**config.mk**
```make
export PLATFORM = sky130hd
export DESIGN_NAME = v12_pulse_gen
export DESIGN_NICKNAME = d
export VERILOG_FILES = /design/src/rtl/package_settings.sv /design/src/rtl/v12_pulse_gen_pkg.sv /design/src/rtl/v12_pulse_gen_lfsr16.sv /design/src/rtl/v12_pulse_gen.sv
export SDC_FILE = /design/constraint.sdc
export NUM_CORES = 1
export LEC_CHECK = 0
export BUFFER_PORTS_ARGS = -buffer_cell sky130_fd_sc_hd__buf_2
export CAP_MARGIN = 20
export CORE_MARGIN = 2
export CORE_UTILIZATION = 35
export CTS_BUF_LIST = sky130_fd_sc_hd__clkbuf_8
export CTS_CLUSTER_DIAMETER = 80
export DETAILED_ROUTE_END_ITERATION = 12
export GPL_TIMING_DRIVEN = 0
export PLACE_DENSITY = 0.48
export SLEW_MARGIN = 20
export SYNTH_ARGS = -nofsm -noshare
export SYNTH_HDL_FRONTEND = slang
export SYNTH_SLANG_ARGS = --single-unit
export TNS_END_PERCENT = 100
```
**constraint.sdc**
```tcl
create_clock -name clk -period 14.4 [get_ports clk]
set_clock_uncertainty 0.2 [all_clocks]
set_input_delay 2.16 -clock clk [delete_from_list [all_inputs] [get_ports clk]]
set_output_delay 2.16 -clock clk [all_outputs]
set_load 0.005 [all_outputs]
```
**src/rtl/package_settings.sv**
```systemverilog
// Project-wide settings shared by every block of the v12 shaping chain.
// Latency: none (constants only).
// Backpressure: none (no ports).
package package_settings;

    // ADC sample width consumed by the shaping filter.
    localparam int SIZE_ADC_DATA = 12;

endpackage

```
**src/rtl/v12_pulse_gen_pkg.sv**
```systemverilog
// Default constants and shared types for the v12 synthetic pulse source.
// Latency: none (constants and types only).
// Backpressure: none (no ports).
package v12_pulse_gen_parameters;

    import package_settings::*;

    // Fractional bits carried below the output LSB in the decay accumulator.
    localparam int FRAC_BITS   = 8;
    // Per-cycle decay is acc >> DECAY_SHIFT, giving tau of about 2^DECAY_SHIFT cycles.
    localparam int DECAY_SHIFT = 4;
    // Idle cycles forced after every accepted trigger.
    localparam int HOLDOFF     = 8;
    // Constant offset added to every output sample.
    localparam int BASELINE    = 0;

    typedef enum logic {
        IDLE   = 1'b0,
        ACTIVE = 1'b1
    } pg_state_t;

    typedef logic [SIZE_ADC_DATA+FRAC_BITS-1:0] pg_acc_t;

endpackage

```
**src/rtl/v12_pulse_gen_lfsr16.sv**
```systemverilog
// 16-bit Galois LFSR (taps 16,14,13,11) used as a cheap noise source.
// Latency: new value one cycle after each enabled edge.
// Backpressure: none; advances whenever en is high.
module v12_lfsr16 #(
    parameter logic [15:0] SEED = 16'hACE1
) (
    input  logic        clk,
    input  logic        reset,
    input  logic        en,
    output logic [15:0] state
);

    // Right-shifting Galois form: feedback mask 0xB400 encodes taps 16,14,13,11.
    always_ff @(posedge clk) begin
        if (!reset) begin
            state <= SEED;
        end else if (en) begin
            state <= {1'b0, state[15:1]} ^ (state[0] ? 16'hB400 : 16'h0000);
        end
    end

endmodule

```
**src/rtl/v12_pulse_gen.sv**
```systemverilog
// Synthetic detector pulses: triggered steps into an exponentially decaying accumulator, optional noise (V12_PULSE_GEN_NOISE_EN).
// Latency: trigger accepted in cycle n appears on output_data and pulse_start in cycle n+2.
// Backpressure: trig_ready drops for HOLDOFF cycles after every accepted (external or periodic) trigger.
module v12_pulse_gen
    import v12_pulse_gen_parameters::pg_state_t,
           v12_pulse_gen_parameters::IDLE,
           v12_pulse_gen_parameters::ACTIVE;
#(
    parameter int SIZE_ADC_DATA = package_settings::SIZE_ADC_DATA,
    parameter int FRAC_BITS     = v12_pulse_gen_parameters::FRAC_BITS,
    parameter int DECAY_SHIFT   = v12_pulse_gen_parameters::DECAY_SHIFT,
    parameter int BASELINE      = v12_pulse_gen_parameters::BASELINE,
    parameter int HOLDOFF       = v12_pulse_gen_parameters::HOLDOFF,
    parameter int PERIOD_W      = 16
) (
    input  logic                     clk,
    input  logic                     reset,
    input  logic                     trig_valid,
    output logic                     trig_ready,
    input  logic [SIZE_ADC_DATA-1:0] trig_amp,
    input  logic                     period_en,
    input  logic [PERIOD_W-1:0]      period,
    output logic [SIZE_ADC_DATA-1:0] output_data,
    output logic                     pulse_start,
    output logic                     busy
);

    localparam int ACC_W  = SIZE_ADC_DATA + FRAC_BITS;
    localparam int HOLD_W = $clog2(HOLDOFF + 2);
    localparam int SUM_W  = SIZE_ADC_DATA + 3;

    localparam logic [HOLD_W-1:0]        HOLD_LOAD = HOLD_W'(HOLDOFF);
    localparam logic signed [SUM_W-1:0]  BASE_S    = SUM_W'(BASELINE);
    localparam logic signed [SUM_W-1:0]  MAX_S     = SUM_W'((1 << SIZE_ADC_DATA) - 1);
    localparam logic [SIZE_ADC_DATA-1:0] OUT_RST   = SIZE_ADC_DATA'(BASELINE);

    logic [ACC_W-1:0]         acc;
    logic [ACC_W-1:0]         acc_next;
    logic [ACC_W-1:0]         dec;
    logic [ACC_W-1:0]         decayed;
    logic [ACC_W:0]           sum_ext;
    logic [HOLD_W-1:0]        holdoff_cnt;
    logic [PERIOD_W-1:0]      period_cnt;
    logic [SIZE_ADC_DATA-1:0] amp_reg;
    logic                     step_pending;
    logic                     ext_accept;
    logic                     period_on;
    logic                     period_wrap;
    logic                     trig_fire;
    logic signed [SUM_W-1:0]  out_sum;
    logic [SIZE_ADC_DATA-1:0] out_clamped;
    pg_state_t                state;
    pg_state_t                state_next;

    // A periodic wrap that lands inside the holdoff window is simply dropped.
    assign trig_ready  = (holdoff_cnt == '0);
    assign ext_accept  = trig_valid & trig_ready;
    assign period_on   = period_en & (period != '0);
    assign period_wrap = period_on & (period_cnt >= (period - PERIOD_W'(1)));
    assign trig_fire   = trig_ready & (trig_valid | period_wrap);
    assign busy        = (state == ACTIVE);

    // Decay with a minimum step of 1 so the tail always reaches exactly zero; saturate on pile-up.
    always_comb begin
        dec = acc >> DECAY_SHIFT;
        if ((dec == '0) && (acc != '0)) begin
            dec = ACC_W'(1);
        end
        decayed  = acc - dec;
        sum_ext  = {1'b0, decayed} + (step_pending ? {1'b0, amp_reg, {FRAC_BITS{1'b0}}} : '0);
        acc_next = sum_ext[ACC_W] ? '1 : sum_ext[ACC_W-1:0];
    end

`ifdef V12_PULSE_GEN_NOISE_EN
    logic [15:0] lfsr_state;

    v12_lfsr16 #(
        .SEED (16'hACE1)
    ) u_lfsr (
        .clk   (clk),
        .reset (reset),
        .en    (1'b1),
        .state (lfsr_state)
    );

    // Output code = baseline + integer part + noise in [-4,+3], clamped to the ADC range.
    always_comb begin
        out_sum = BASE_S + $signed({3'b000, acc_next[ACC_W-1:FRAC_BITS]})
                + $signed({{(SUM_W-3){1'b0}}, lfsr_state[2:0]}) - SUM_W'(4);
        if (out_sum[SUM_W-1]) begin
            out_clamped = '0;
        end else if (out_sum > MAX_S) begin
            out_clamped = '1;
        end else begin
            out_clamped = out_sum[SIZE_ADC_DATA-1:0];
        end
    end
`else
    // Output code = baseline + integer part, clamped to the ADC range.
    always_comb begin
        out_sum = BASE_S + $signed({3'b000, acc_next[ACC_W-1:FRAC_BITS]});
        if (out_sum[SUM_W-1]) begin
            out_clamped = '0;
        end else if (out_sum > MAX_S) begin
            out_clamped = '1;
        end else begin
            out_clamped = out_sum[SIZE_ADC_DATA-1:0];
        end
    end
`endif

    // Trigger handshake, holdoff and periodic counter.
    always_ff @(posedge clk) begin
        if (!reset) begin
            holdoff_cnt  <= '0;
            period_cnt   <= '0;
            amp_reg      <= '0;
            step_pending <= 1'b0;
        end else begin
            step_pending <= trig_fire;
            if (ext_accept) begin
                amp_reg <= trig_amp;
            end
            if (trig_fire) begin
                holdoff_cnt <= HOLD_LOAD;
            end else if (holdoff_cnt != '0) begin
                holdoff_cnt <= holdoff_cnt - HOLD_W'(1);
            end
            if (!period_on || period_wrap) begin
                period_cnt <= '0;
            end else begin
                period_cnt <= period_cnt + PERIOD_W'(1);
            end
        end
    end

    // Accumulator and output registers move together so the step and its strobe line up.
    always_ff @(posedge clk) begin
        if (!reset) begin
            acc         <= '0;
            output_data <= OUT_RST;
            pulse_start <= 1'b0;
        end else begin
            acc         <= acc_next;
            output_data <= out_clamped;
            pulse_start <= step_pending;
        end
    end

    // State register.
    always_ff @(posedge clk) begin
        if (!reset) begin
            state <= IDLE;
        end else begin
            state <= state_next;
        end
    end

    // ACTIVE exactly while the accumulator holds charge; a zero-amplitude step stays IDLE.
    always_comb begin
        state_next = state;
        case (state)
            IDLE: begin
                if (step_pending && (acc_next != '0)) begin
                    state_next = ACTIVE;
                end
            end
            ACTIVE: begin
                if (acc_next == '0) begin
                    state_next = IDLE;
                end
            end
            default: state_next = IDLE;
        endcase
    end

endmodule

```
== Word-level counts from Yosys, hierarchy flattened ==
Index checks and enable logic that the tools add are counted.

* Register bits: 67
* Input bits: 32
* Output and inout bits: 15
* Logic and storage cells: 46

* $add $sub $neg: 5
* $lt $le $gt $ge: 2
* Multiplexer cells: 9
* Bitwise operators: 7
* Reduce and logical (&&, ||, !) cells: 14

{| class="wikitable"
|+ Operator list
! kind !! number
|-
| $logic_not 20->1 || 2
|-
| $mux 20 || 2
|-
| $reduce_bool 20->1 || 2
|-
| $add 20x20->21 || 1
|-
| $sub 20x16->20 || 1
|-
| $add 16x1->16 const B || 1
|-
| $ge 16x16->1 || 1
|-
| $mux 16 || 1
|-
| $reduce_bool 16->1 || 1
|-
| $sub 16x1->16 const B || 1
|-
| $gt 12x12->1 const B || 1
|-
| $mux 12 || 1
|-
| $mux 4 || 2
|-
| $and 1x1->1 || 4
|-
| $logic_not 4->1 || 1
|-
| $reduce_bool 4->1 || 1
|-
| $reduce_or 2->1 || 2
|-
| $sub 4x1->4 const B || 1
|-
| $logic_and 1x1->1 || 2
|-
| $mux 1 || 2
|-
| $not 1->1 || 2
|-
| $pmux 1 s2 || 1
|-
| $reduce_bool 2->1 || 1
|-
| $logic_not 1->1 || 1
|-
| 2 further kinds || 2
|}

== Logic depth before layout (Yosys ltp) ==
Gate-level depths: netlist of run 1.

* Depth in word-level cells: 10
* Gate-level depth with buffers: 23
* Gate-level depth less buffers: 21

== Worst setup path after synthesis of run 1 ==
No wires, ideal clock.

* Kind: input -> register
* Start: input port period[2]
* End: register period_cnt[10]
* Arrival time: 4757 ps
* Setup slack: 9379 ps
* Cell stages on the path: 14
* Cells stage by stage: or4_1 nor2_1 nand2_1 nor4_1 xnor2_1 ha_1 a21o_1 a21o_1 a21oi_1 o21ai_0 a21oi_1 nand3_2 buf_4 nor2_1

* Longest elaborated chain between the ends: 5

{| class="wikitable"
|+ RTL lines
! element !! RTL line !! RTL
|-
| from (decl) || v12_pulse_gen.sv:22 || <nowiki>input logic [PERIOD_W-1:0] period,</nowiki>
|-
| $sub 16x1->16 / $reduce_bool 16->1 (equally long branches) || v12_pulse_gen.sv:59, v12_pulse_gen.sv:58 ||
|-
| $ge 16x16->1 / $and 1x1->1 (equally long branches) || v12_pulse_gen.sv:59, v12_pulse_gen.sv:58 ||
|-
| $and 1x1->1 / $logic_not 1->1 (equally long branches) || v12_pulse_gen.sv:59, v12_pulse_gen.sv:129 ||
|-
| $logic_or 1x1->1 * || v12_pulse_gen.sv:129 || <nowiki>if (!period_on || period_wrap) begin</nowiki>
|-
| $reduce_or 2->1 (no line) * || - ||
|-
| to (signal assigned) || v12_pulse_gen.sv:132 || <nowiki>period_cnt <= period_cnt + PERIOD_W'(1);</nowiki>
|-
| to (decl) || v12_pulse_gen.sv:43 || <nowiki>logic [PERIOD_W-1:0] period_cnt;</nowiki>
|}

Mark *: on every way between the ends. The rest lies on a longest branch, timed or not.
A chain may end at the register's enable or synchronous reset.

==> results by group, run 1 <==
Status
  – Status: finished clean

Place
  – DP Wirelength: 8.22 mm
  – Placed cells: 709
  – Final GP Congestion: 0.821
  – Buffers on Ports: 45

Synth
  – Multiplexer share of the synthesized area: 0
  – Synth Area in Compound Gates: 0.192
  – Synth Warn #: 0
  – Largest area contributor in the netlist: dfxtp_1
  – Synth top cells by count: dfxtp_1, nand2_1, ha_1, nor2_1, a21oi_1
  – #FFs+latches synth: 55
  – Main synth FF type: dfxtp_1
  – Post-Synth Simple-Gate Area: 0.231
  – Post-synthesis xor/xnor area fraction: 0.101
  – Top cells by area, synth: dfxtp_1, ha_1, xnor2_1
  – Synth Area per Inst: 8.02 um^2
  – Synth cell types: 56
  – Register area share after synthesis: 0.263
  – Post-Syn Nets: 602
  – Main combinational cell family by area after synthesis: simple AND/OR/NAND/NOR gates
  – Synth top area share: 0.263
  – Count leader, synth: dfxtp_1
  – Mapped Cells: 521
  – Post-synth ARST share: 0
  – Post-Synth Adder-Cell Area: 0.150
  – Mapped cell area: 4180 um^2
  – EDFF count, synth: 0

GRT
  – Met1 Usage GRT: 0.242
  – Global-route wire length before repair: 16.8 mm
  – GRT Util Overall: 0.160
  – Initial antenna violation count: 0
  – Met2 Use GR: 0.250
  – Vias in the first global route: 3482
  – GRT met3 Usage: 0.0182
  – GR Overflow Total: 0
  – GR peak layer: met2
  – Largest net degree at the start of global routing: 19

Floorplanning
  – FP Rows: 39
  – IO Pins: 47
  – Initial Utilization: 0.363
  – Die ar.: 12800 um^2
  – Die Height: 113 um
  – Die width: 113 um
  – CORE AREA: 11500 um^2

Detailed routing
  – Vias per inst: 5.07
  – WL final: 9.87 mm
  – Vias: 3633
  – Wirelength per Cell: 13.8 um
  – DRT iter0 DRCs: 178
  – Residual DRC: 0
  – Detail Route Antenna Nets: 0
  – First-pass DRT Iterations: 4

Finish
  – Register area: 1100 um^2
  – P&R area growth vs syn: 12.4%
  – Fill cells: 1220
  – Final core utilization: 0.408
  – Max FFs per register: 16
  – Non-Filler Instances: 717
  – Final nets: 654
  – Area of the multi-input gates: 2820 um^2
  – N_diodes: 0
  – Layout cells sized above 1: 0.136

Clock tree
  – Clock transition at path regs: 100 ps
  – CTS tree: yes
  – Clk sinks: 55
  – Hold buffers post-CTS: 0
  – Post-CTS Setup Repair Bufs: 0
  – Worst-Skew Late Latency: 310 ps
  – CTS Buf Count: 5
  – CTS root buffer: clkbuf_8
  – CTS H-Tree Depth: 2
  – Bufs on Longest Clock Path: 2
  – Gates resized, CTS repair: 0

Worst setup path
  – Critical Path Max Stage Delay: 480 ps
  – Crit start category: flip-flop
  – Setup CP Type: flip-flop to flip-flop
  – Data required time of the critical path: 14400 ps
  – Slowest-stage cell, CP: nor3_1
  – Cells along the critical path: nor3_1 -> o41ai_1 -> nor4_1 -> a41o_1 -> ha_1 -> fa_1 -> nand2b_1 -> a21oi_1 -> o31a_1 -> o21ai_1 -> a31oi_1 -> o41ai_1 -> xnor2_1 -> ha_1 -> clkbuf_1 -> o21ai_1 -> a21oi_1 -> a41oi_1 -> nor2b_1 -> o21ai_2 -> nand2_1 -> buf_2 -> o21a_1
  – CP Capture Type: flip-flop
  – CP arrival: 5890 ps
  – Crit Path Max Fanout: 10

Timing
  – Final Hold Fails: 0
  – Worst-margin pin slew: 867 ps
  – Relative slew slack: 0.421
  – RSZ-0062 raised after global routing: false
  – Period utilization: 0.409
  – Max-slew violations: 0
  – Min Hold Slack: 254 ps
  – Fin crit period: 5880 ps
  – Setup TNS: 0 ps
  – Peak Freq: 170 MHz
  – Final setup vio count: 0

Run
  – Max-Cap Viols: 0

Pwr
  – Peak VDD IR: 0.0731 mV
  – Pwr Total: 1090 uW
  – Leakage: 0.00206 uW
  – Power per Cell Area: 233 nW/um^2

Hold path
  – Hold WC Path Type: flip-flop to flip-flop
==> critical path: cells and delay by family (launching register included) <==
kind / cells / cell delay [ps]
AOI/OAI and AO/OA: 12 / 2640
and+or+nand+nor: 5 / 1190
adders and majority gates: 3 / 710
buffers and inverters: 2 / 420
DFF: 1 / 390
xor gates and xnor gates: 1 / 220
==> cells by family (layout without fill, tap and decap cells) <==
family / after synthesis / in the layout
compound gates: 120 / 120
simple gates: 193 / 193
flops: 55 / 55
xor+xnor: 48 / 48
fa+ha+maj: 49 / 49
buf+inv: 56 / 109
==> stage by stage <==
| step | cell area, um^2 | worst slack (ps) |
|---|---|---|
| 6_report | 4700 | 8520 |
| 5_1_grt | 4700 | 7920 |
| 3_3_place_gp | 4580 | 8550 |
| 3_5_place_dp | 4580 | 8480 |
| 2_1_floorplan | 4180 | 9380 |
| 4_1_cts | 4700 | 8440 |
==> power by group <==
part	switching [uW]	internal, uW
clock	52.2	52.5
sequential	34.3	191
combinational	442	322
total	528	565
==> metal layers <==
metal | up-vias | share of wire
met5 | - | 0
met4 | 0 | 0.0071
met3 | 6 | 0.027
met2 | 45 | 0.42
met1 | 1654 | 0.54
li1 | 1928 | -
==> final cells by class <==
type,instances,area share
plain buffers,24,0.0298
clock inverters,3,0.00985
repair buffers,45,0.0479
flip-flops and latches,55,0.234
well taps,143,0.0381
clock buffers,5,0.0146
inverters,32,0.0256
multi-input cells,410,0.600
==> cells in the final DEF (no fill, tap or decap), types with 14 or more instances in the layout <==
cell type / count
dfxtp_1: 55
nand2_1: 51
ha_1: 47
nor2_1: 46
buf_2: 46
a21oi_1: 35
inv_1: 30
xnor2_1: 28
xor2_1: 20
o21a_1: 19
nand3_1: 16
and2_1: 16
a21o_1: 14
==> path summary, 6_finish.rpt <==
path / startpoint / end / slack, ps / cells past startpoint
worst max-delay path: output_data[8] / output_data[7] / 8520 / 23
worst min-delay path: amp_reg[6] / amp_reg[6] / 250 / 2
worst max register to register: output_data[8] / output_data[7] / 8520 / 23
worst min register to register: amp_reg[6] / amp_reg[6] / 250 / 2
No activity file was read; power rests on OpenSTA's default activity.
==> run 2, diff against run 1 <==
==> constraint.sdc (replaced) <==
create_clock -name clk -period 5.49 [get_ports clk]
set_clock_uncertainty 0.2 [all_clocks]
set_input_delay 0.8235 -clock clk [delete_from_list [all_inputs] [get_ports clk]]
set_output_delay 0.8235 -clock clk [all_outputs]
set_load 0.005 [all_outputs]
==> results by group, run 2 (synthesis gave the netlist of run 1 again) <==
Timing
  – Fin crit period: 5180 ps
  – Setup TNS: 0 ps
  – Final setup vio count: 0
  – Final setup margin: 305 ps
  – Max-slew violations: 0
  – Period utilization: 0.944
  – Final Hold Fails: 0
  – Relative slew slack: 0.421
  – Worst-margin pin slew: 866 ps
  – Peak Freq: 193 MHz

Worst setup path
  – Crit start category: flip-flop
  – RR Endpoint: busy
  – Crit Path Max Fanout: 7
  – Worst-case reg-to-reg path depth: 20
  – Setup slack, reg-to-reg: 310 ps
  – Setup CP Type: flip-flop to flip-flop
  – CP Capture Type: flip-flop
  – Data required time of the critical path: 5490 ps
  – CP arrival: 5190 ps
  – R2r startpoint: output_data[8]

GRT
  – Vias in the first global route: 3491
  – GRT Util Overall: 0.160
  – GR Overflow Total: 0
  – Largest net degree at the start of global routing: 19
  – Initial antenna violation count: 0
  – Global-route wire length before repair: 16.9 mm

Status
  – Status: finished clean

Floorplanning
  – Die Height: 113 um
  – IO Pins: 47
  – Die width: 113 um
  – CORE AREA: 11500 um^2
  – Initial Utilization: 0.363
  – Die ar.: 12800 um^2
  – FP Rows: 39

Finish
  – P&R area growth vs syn: 15.6%
  – N_diodes: 0
  – Layout cells sized above 1: 0.168
  – Max FFs per register: 16
  – Most frequent cells in the layout: dfxtp_1, nand2_1, nor2_1, buf_2, ha_1
  – Final nets: 656
  – Most common cell after layout, fill and taps aside: dfxtp_1

Detailed routing
  – Vias: 3656
  – Wirelength per Cell: 14.0 um
  – Met3 wire len: 261 um
  – Detail Route Antenna Nets: 0
  – WL final: 10.1 mm
  – Top sig layer: met4
  – Vias per inst: 5.08
  – Residual DRC: 0
  – DR WL met2: 4.28 mm
  – DRT iter0 DRCs: 173
  – First-pass DRT Iterations: 4
  – Met1 WL: 5.47 mm

Run
  – Max-Cap Viols: 0

Clock tree
  – Worst-Skew Late Latency: 310 ps
  – Hold buffers post-CTS: 0
  – CTS tree: yes
  – Bufs on Longest Clock Path: 2
  – CTS Buf Count: 5
  – Clk sinks: 55
  – Clock transition at path regs: 90 ps
  – CTS H-Tree Depth: 2
  – CTS root buffer: clkbuf_8

Place
  – DP Wirelength: 8.22 mm
  – Final GP Congestion: 0.821
  – DP Worst Slack: -430 ps
  – Buffers on Ports: 45

Pwr
  – Peak VDD IR: 0.198 mV
  – Power per Cell Area: 628 nW/um^2
  – Leakage: 0.00210 uW

Hold path
  – Hold path startpoint: amp_reg[6]
  – Hold WC Path Type: flip-flop to flip-flop
  – WHS Endpoint: amp_reg[6]
  – Hold Path Depth: 2
## run 2: cell types whose count changed in the layout (fill, tap and decap cells not counted), sizes merged
| cell | change |
|---|---|
| buf | +3 |
| clkbuf | -1 |
## run 2: final cells by class
cell class	instances	area (um^2)
fillers	1220	6680
well taps	143	179
inverters	32	120
plain buffers	23	136
clock inverters	3	46.3
repair buffers	48	248
flip-flops and latches	55	1100
clock buffers	5	68.8
multi-input cells	410	2930
## run 2: metal layers
layer | GRT usage | vias up
met5 | 0 | -
met3 | 0.0182 | 6
li1 | - | 1930
met1 | 0.241 | 1673
met2 | 0.251 | 47
met4 | 0.0244 | 0
## run 2: stage by stage
| step | utilization | hold slack [ps] | total power (uW) | cell area (um^2) | std cells |
|---|---|---|---|---|---|
| 6_report | 0.420 | 254 | 3030 | 4830 | 719 |
| 4_1_cts | 0.411 | 259 | 2920 | 4740 | 717 |
| 2_1_floorplan | - | 232 | 2080 | 4180 | 521 |
| 5_1_grt | 0.420 | 280 | 3310 | 4830 | 719 |
| 3_3_place_gp | 0.398 | 242 | 2570 | 4580 | 709 |
| 3_5_place_dp | 0.398 | 244 | 2580 | 4580 | 709 |
## run 2: repair_timing
| item | 4_1_cts | 5_1_grt |
|---|---|---|
| buffers inserted | 0 | 3 |
| endpoints found under the hold margin | 0 | 0 |
| endpoints found under the setup margin | 17 | 17 |
| pin swaps | 1 | 7 |
| resized for setup | 6 | 14 |
## run 2: report_power, final
| part | leakage (uW) | switching (uW) | internal (uW) |
|---|---|---|---|
| Sequential | 0.000451 | 98.2 | 502 |
| Combinational | 0.00159 | 1230 | 927 |
| Clock | 0.0000548 | 137 | 138 |
## run 2: critical path, stage by stage (launching register included)
cell	delay, ps
dfxtp_2	380
nor3_4	270
o41ai_2	120
nor4_1	280
a41o_1	220
ha_1	200
fa_1	220
nand2b_1	150
a21oi_1	90
o31a_1	290
o21ai_2	190
a31oi_1	160
o41ai_2	320
xnor2_2	200
ha_4	270
nand3_1	110
a21oi_1	100
or4_4	520
a2111oi_4	370
nand4b_1	170
o31a_1	260
## run 2: worst max path at each step
| stage | slack (ps) | startpoint | endpoint | depth (start not counted) |
|---|---|---|---|---|
| final | 310 | output_data[8] | busy | 20 |
| after CTS | 60 | acc[1] | busy | 20 |
| after detailed placement | -430 | output_data[8] | output_data[7] | 23 |
| after global placement | -360 | output_data[8] | acc[5] | 23 |
| after global routing | -10 | output_data[8] | busy | 21 |
| after floorplan | 710 | output_data[8] | busy | 21 |
==> run 3, diff against run 2 <==
--- a/config.mk
+++ b/config.mk
@@ -13,7 +13,7 @@
 export CTS_CLUSTER_DIAMETER = 80
 export DETAILED_ROUTE_END_ITERATION = 12
 export GPL_TIMING_DRIVEN = 0
-export PLACE_DENSITY = 0.48
+export PLACE_DENSITY = 0.57
 export SLEW_MARGIN = 20
 export SYNTH_ARGS = -nofsm -noshare
 export SYNTH_HDL_FRONTEND = slang
==> results by group, run 3 (synthesis gave the netlist of run 1 again) <==
Timing
  – Max-slew violations: 0
  – Fin crit period: 5280 ps
  – Relative slew slack: 0.476
  – Peak Freq: 189 MHz
  – Worst-margin pin slew: 785 ps
  – Period utilization: 0.962
  – Setup TNS: 0 ps
  – Final Hold Fails: 0
  – Final setup margin: 208 ps
  – Min Hold Slack: 257 ps
  – Final setup vio count: 0

Clock tree
  – Bufs on Longest Clock Path: 2
  – CTS H-Tree Depth: 2
  – Hold buffers post-CTS: 0
  – Clock transition at path regs: 100 ps
  – Clk sinks: 55
  – CTS root buffer: clkbuf_8
  – Worst-Skew Late Latency: 320 ps
  – CTS Buf Count: 5
  – CTS tree: yes

Detailed routing
  – DRT iter0 DRCs: 159
  – Vias per inst: 5.07
  – WL final: 9.58 mm
  – Vias: 3640
  – Detail Route Antenna Nets: 0
  – Wirelength per Cell: 13.3 um
  – First-pass DRT Iterations: 4
  – Residual DRC: 0

Status
  – Status: finished clean

GRT
  – Largest net degree at the start of global routing: 17
  – Initial antenna violation count: 0
  – Vias in the first global route: 3614
  – GRT Util Overall: 0.156
  – Global-route wire length before repair: 16.5 mm
  – GR Overflow Total: 0

Pwr
  – Power per Cell Area: 609 nW/um^2
  – Pwr Total: 2900 uW
  – Leakage: 0.00207 uW
  – Peak VDD IR: 0.210 mV

Worst setup path
  – CP arrival: 5290 ps
  – Slowest-stage cell, CP: or4_4
  – Setup CP Type: flip-flop to flip-flop
  – Worst path top cell family by delay: compound AO/OA/AOI/OAI gates
  – Critical Path Max Stage Delay: 520 ps
  – Crit start category: flip-flop
  – CP Buf/Inv Count: 1
  – Cells along the critical path: o41ai_2 -> nor4_1 -> a41o_1 -> ha_1 -> fa_1 -> nand2b_1 -> a21oi_1 -> o31a_1 -> o21ai_2 -> a31oi_2 -> o41ai_2 -> xnor2_1 -> ha_1 -> clkbuf_1 -> nand3_1 -> a21oi_1 -> or4_4 -> a2111oi_4 -> nand4b_1 -> o31a_1
  – CP Capture Type: flip-flop
  – Data required time of the critical path: 5500 ps
  – Crit Path Max Fanout: 7

Place
  – DP Wirelength: 7.87 mm
  – Final GP Congestion: 0.816
  – DP Worst Slack: -147 ps
  – Buffers on Ports: 45

Finish
  – P&R area growth vs syn: 13.9%
  – Layout cells sized above 1: 0.153
  – Final core utilization: 0.414
  – N_diodes: 0
  – Max FFs per register: 16
  – Most frequent cells in the layout: dfxtp_1, nand2_1, ha_1, nor2_1, buf_2
  – Final nets: 655
  – Most common cell after layout, fill and taps aside: dfxtp_1

Floorplanning
  – CORE AREA: 11500 um^2
  – Die width: 113 um
  – Initial Utilization: 0.363
  – Die Height: 113 um
  – FP Rows: 39
  – Die ar.: 12800 um^2
  – IO Pins: 47

Hold path
  – Hold WC Path Type: flip-flop to flip-flop

Run
  – Max-Cap Viols: 0
## run 3: per-layer routing
layer,up-vias,track usage,share of wire
li1,1930,-,-
met1,1663,0.213,0.51
met2,42,0.259,0.45
met3,5,0.0220,0.027
met4,0,0.0366,0.0095
met5,-,0,0
## run 3: power breakdown
| group | internal, uW | total (uW) | switching (uW) |
|---|---|---|---|
| Sequential | 502 | 596 | 94.0 |
| Clock | 115 | 249 | 134 |
| Combinational | 878 | 2060 | 1180 |
## run 3: layout make-up
| type | instances | area, um^2 |
|---|---|---|
| inverter | 32 | 120 |
| timing repair buffer | 46 | 233 |
| clock inverter | 1 | 7.51 |
| buffer | 24 | 140 |
| sequential | 55 | 1100 |
| clock buffer | 7 | 96.3 |
| multi-input combinational | 410 | 2890 |
| tap | 143 | 179 |
| fill | 1199 | 6750 |
## run 3: per-stage QoR
step | instances | cell area, um^2
6_report | 718 | 4760
5_1_grt | 718 | 4760
4_1_cts | 717 | 4700
3_5_place_dp | 709 | 4580
3_3_place_gp | 709 | 4580
2_1_floorplan | 521 | 4180
## run 3: worst paths after layout
kind                endpoint  slack [ps]        from  cells after the start
hold / removal    amp_reg[7]         260  amp_reg[7]                      2
setup / recovery        busy         210      acc[1]                     20
hold reg to reg   amp_reg[7]         260  amp_reg[7]                      2
setup reg to reg        busy         210      acc[1]                     20
## run 3: what timing repair did
| item | in CTS | in global routing |
|---|---|---|
| gates cloned | 0 | 0 |
| setup endpoints to repair | 16 | 17 |
| pin swaps | 0 | 4 |
| gates resized for setup | 2 | 9 |
| buffers inserted | 0 | 1 |
## run 3: worst min-delay path: cells and delay by family (launching register included)
kind	cells	cell delay [ps]
AOI/OAI and AO/OA	1	50
and+or+nand+nor	1	50
DFF	1	320
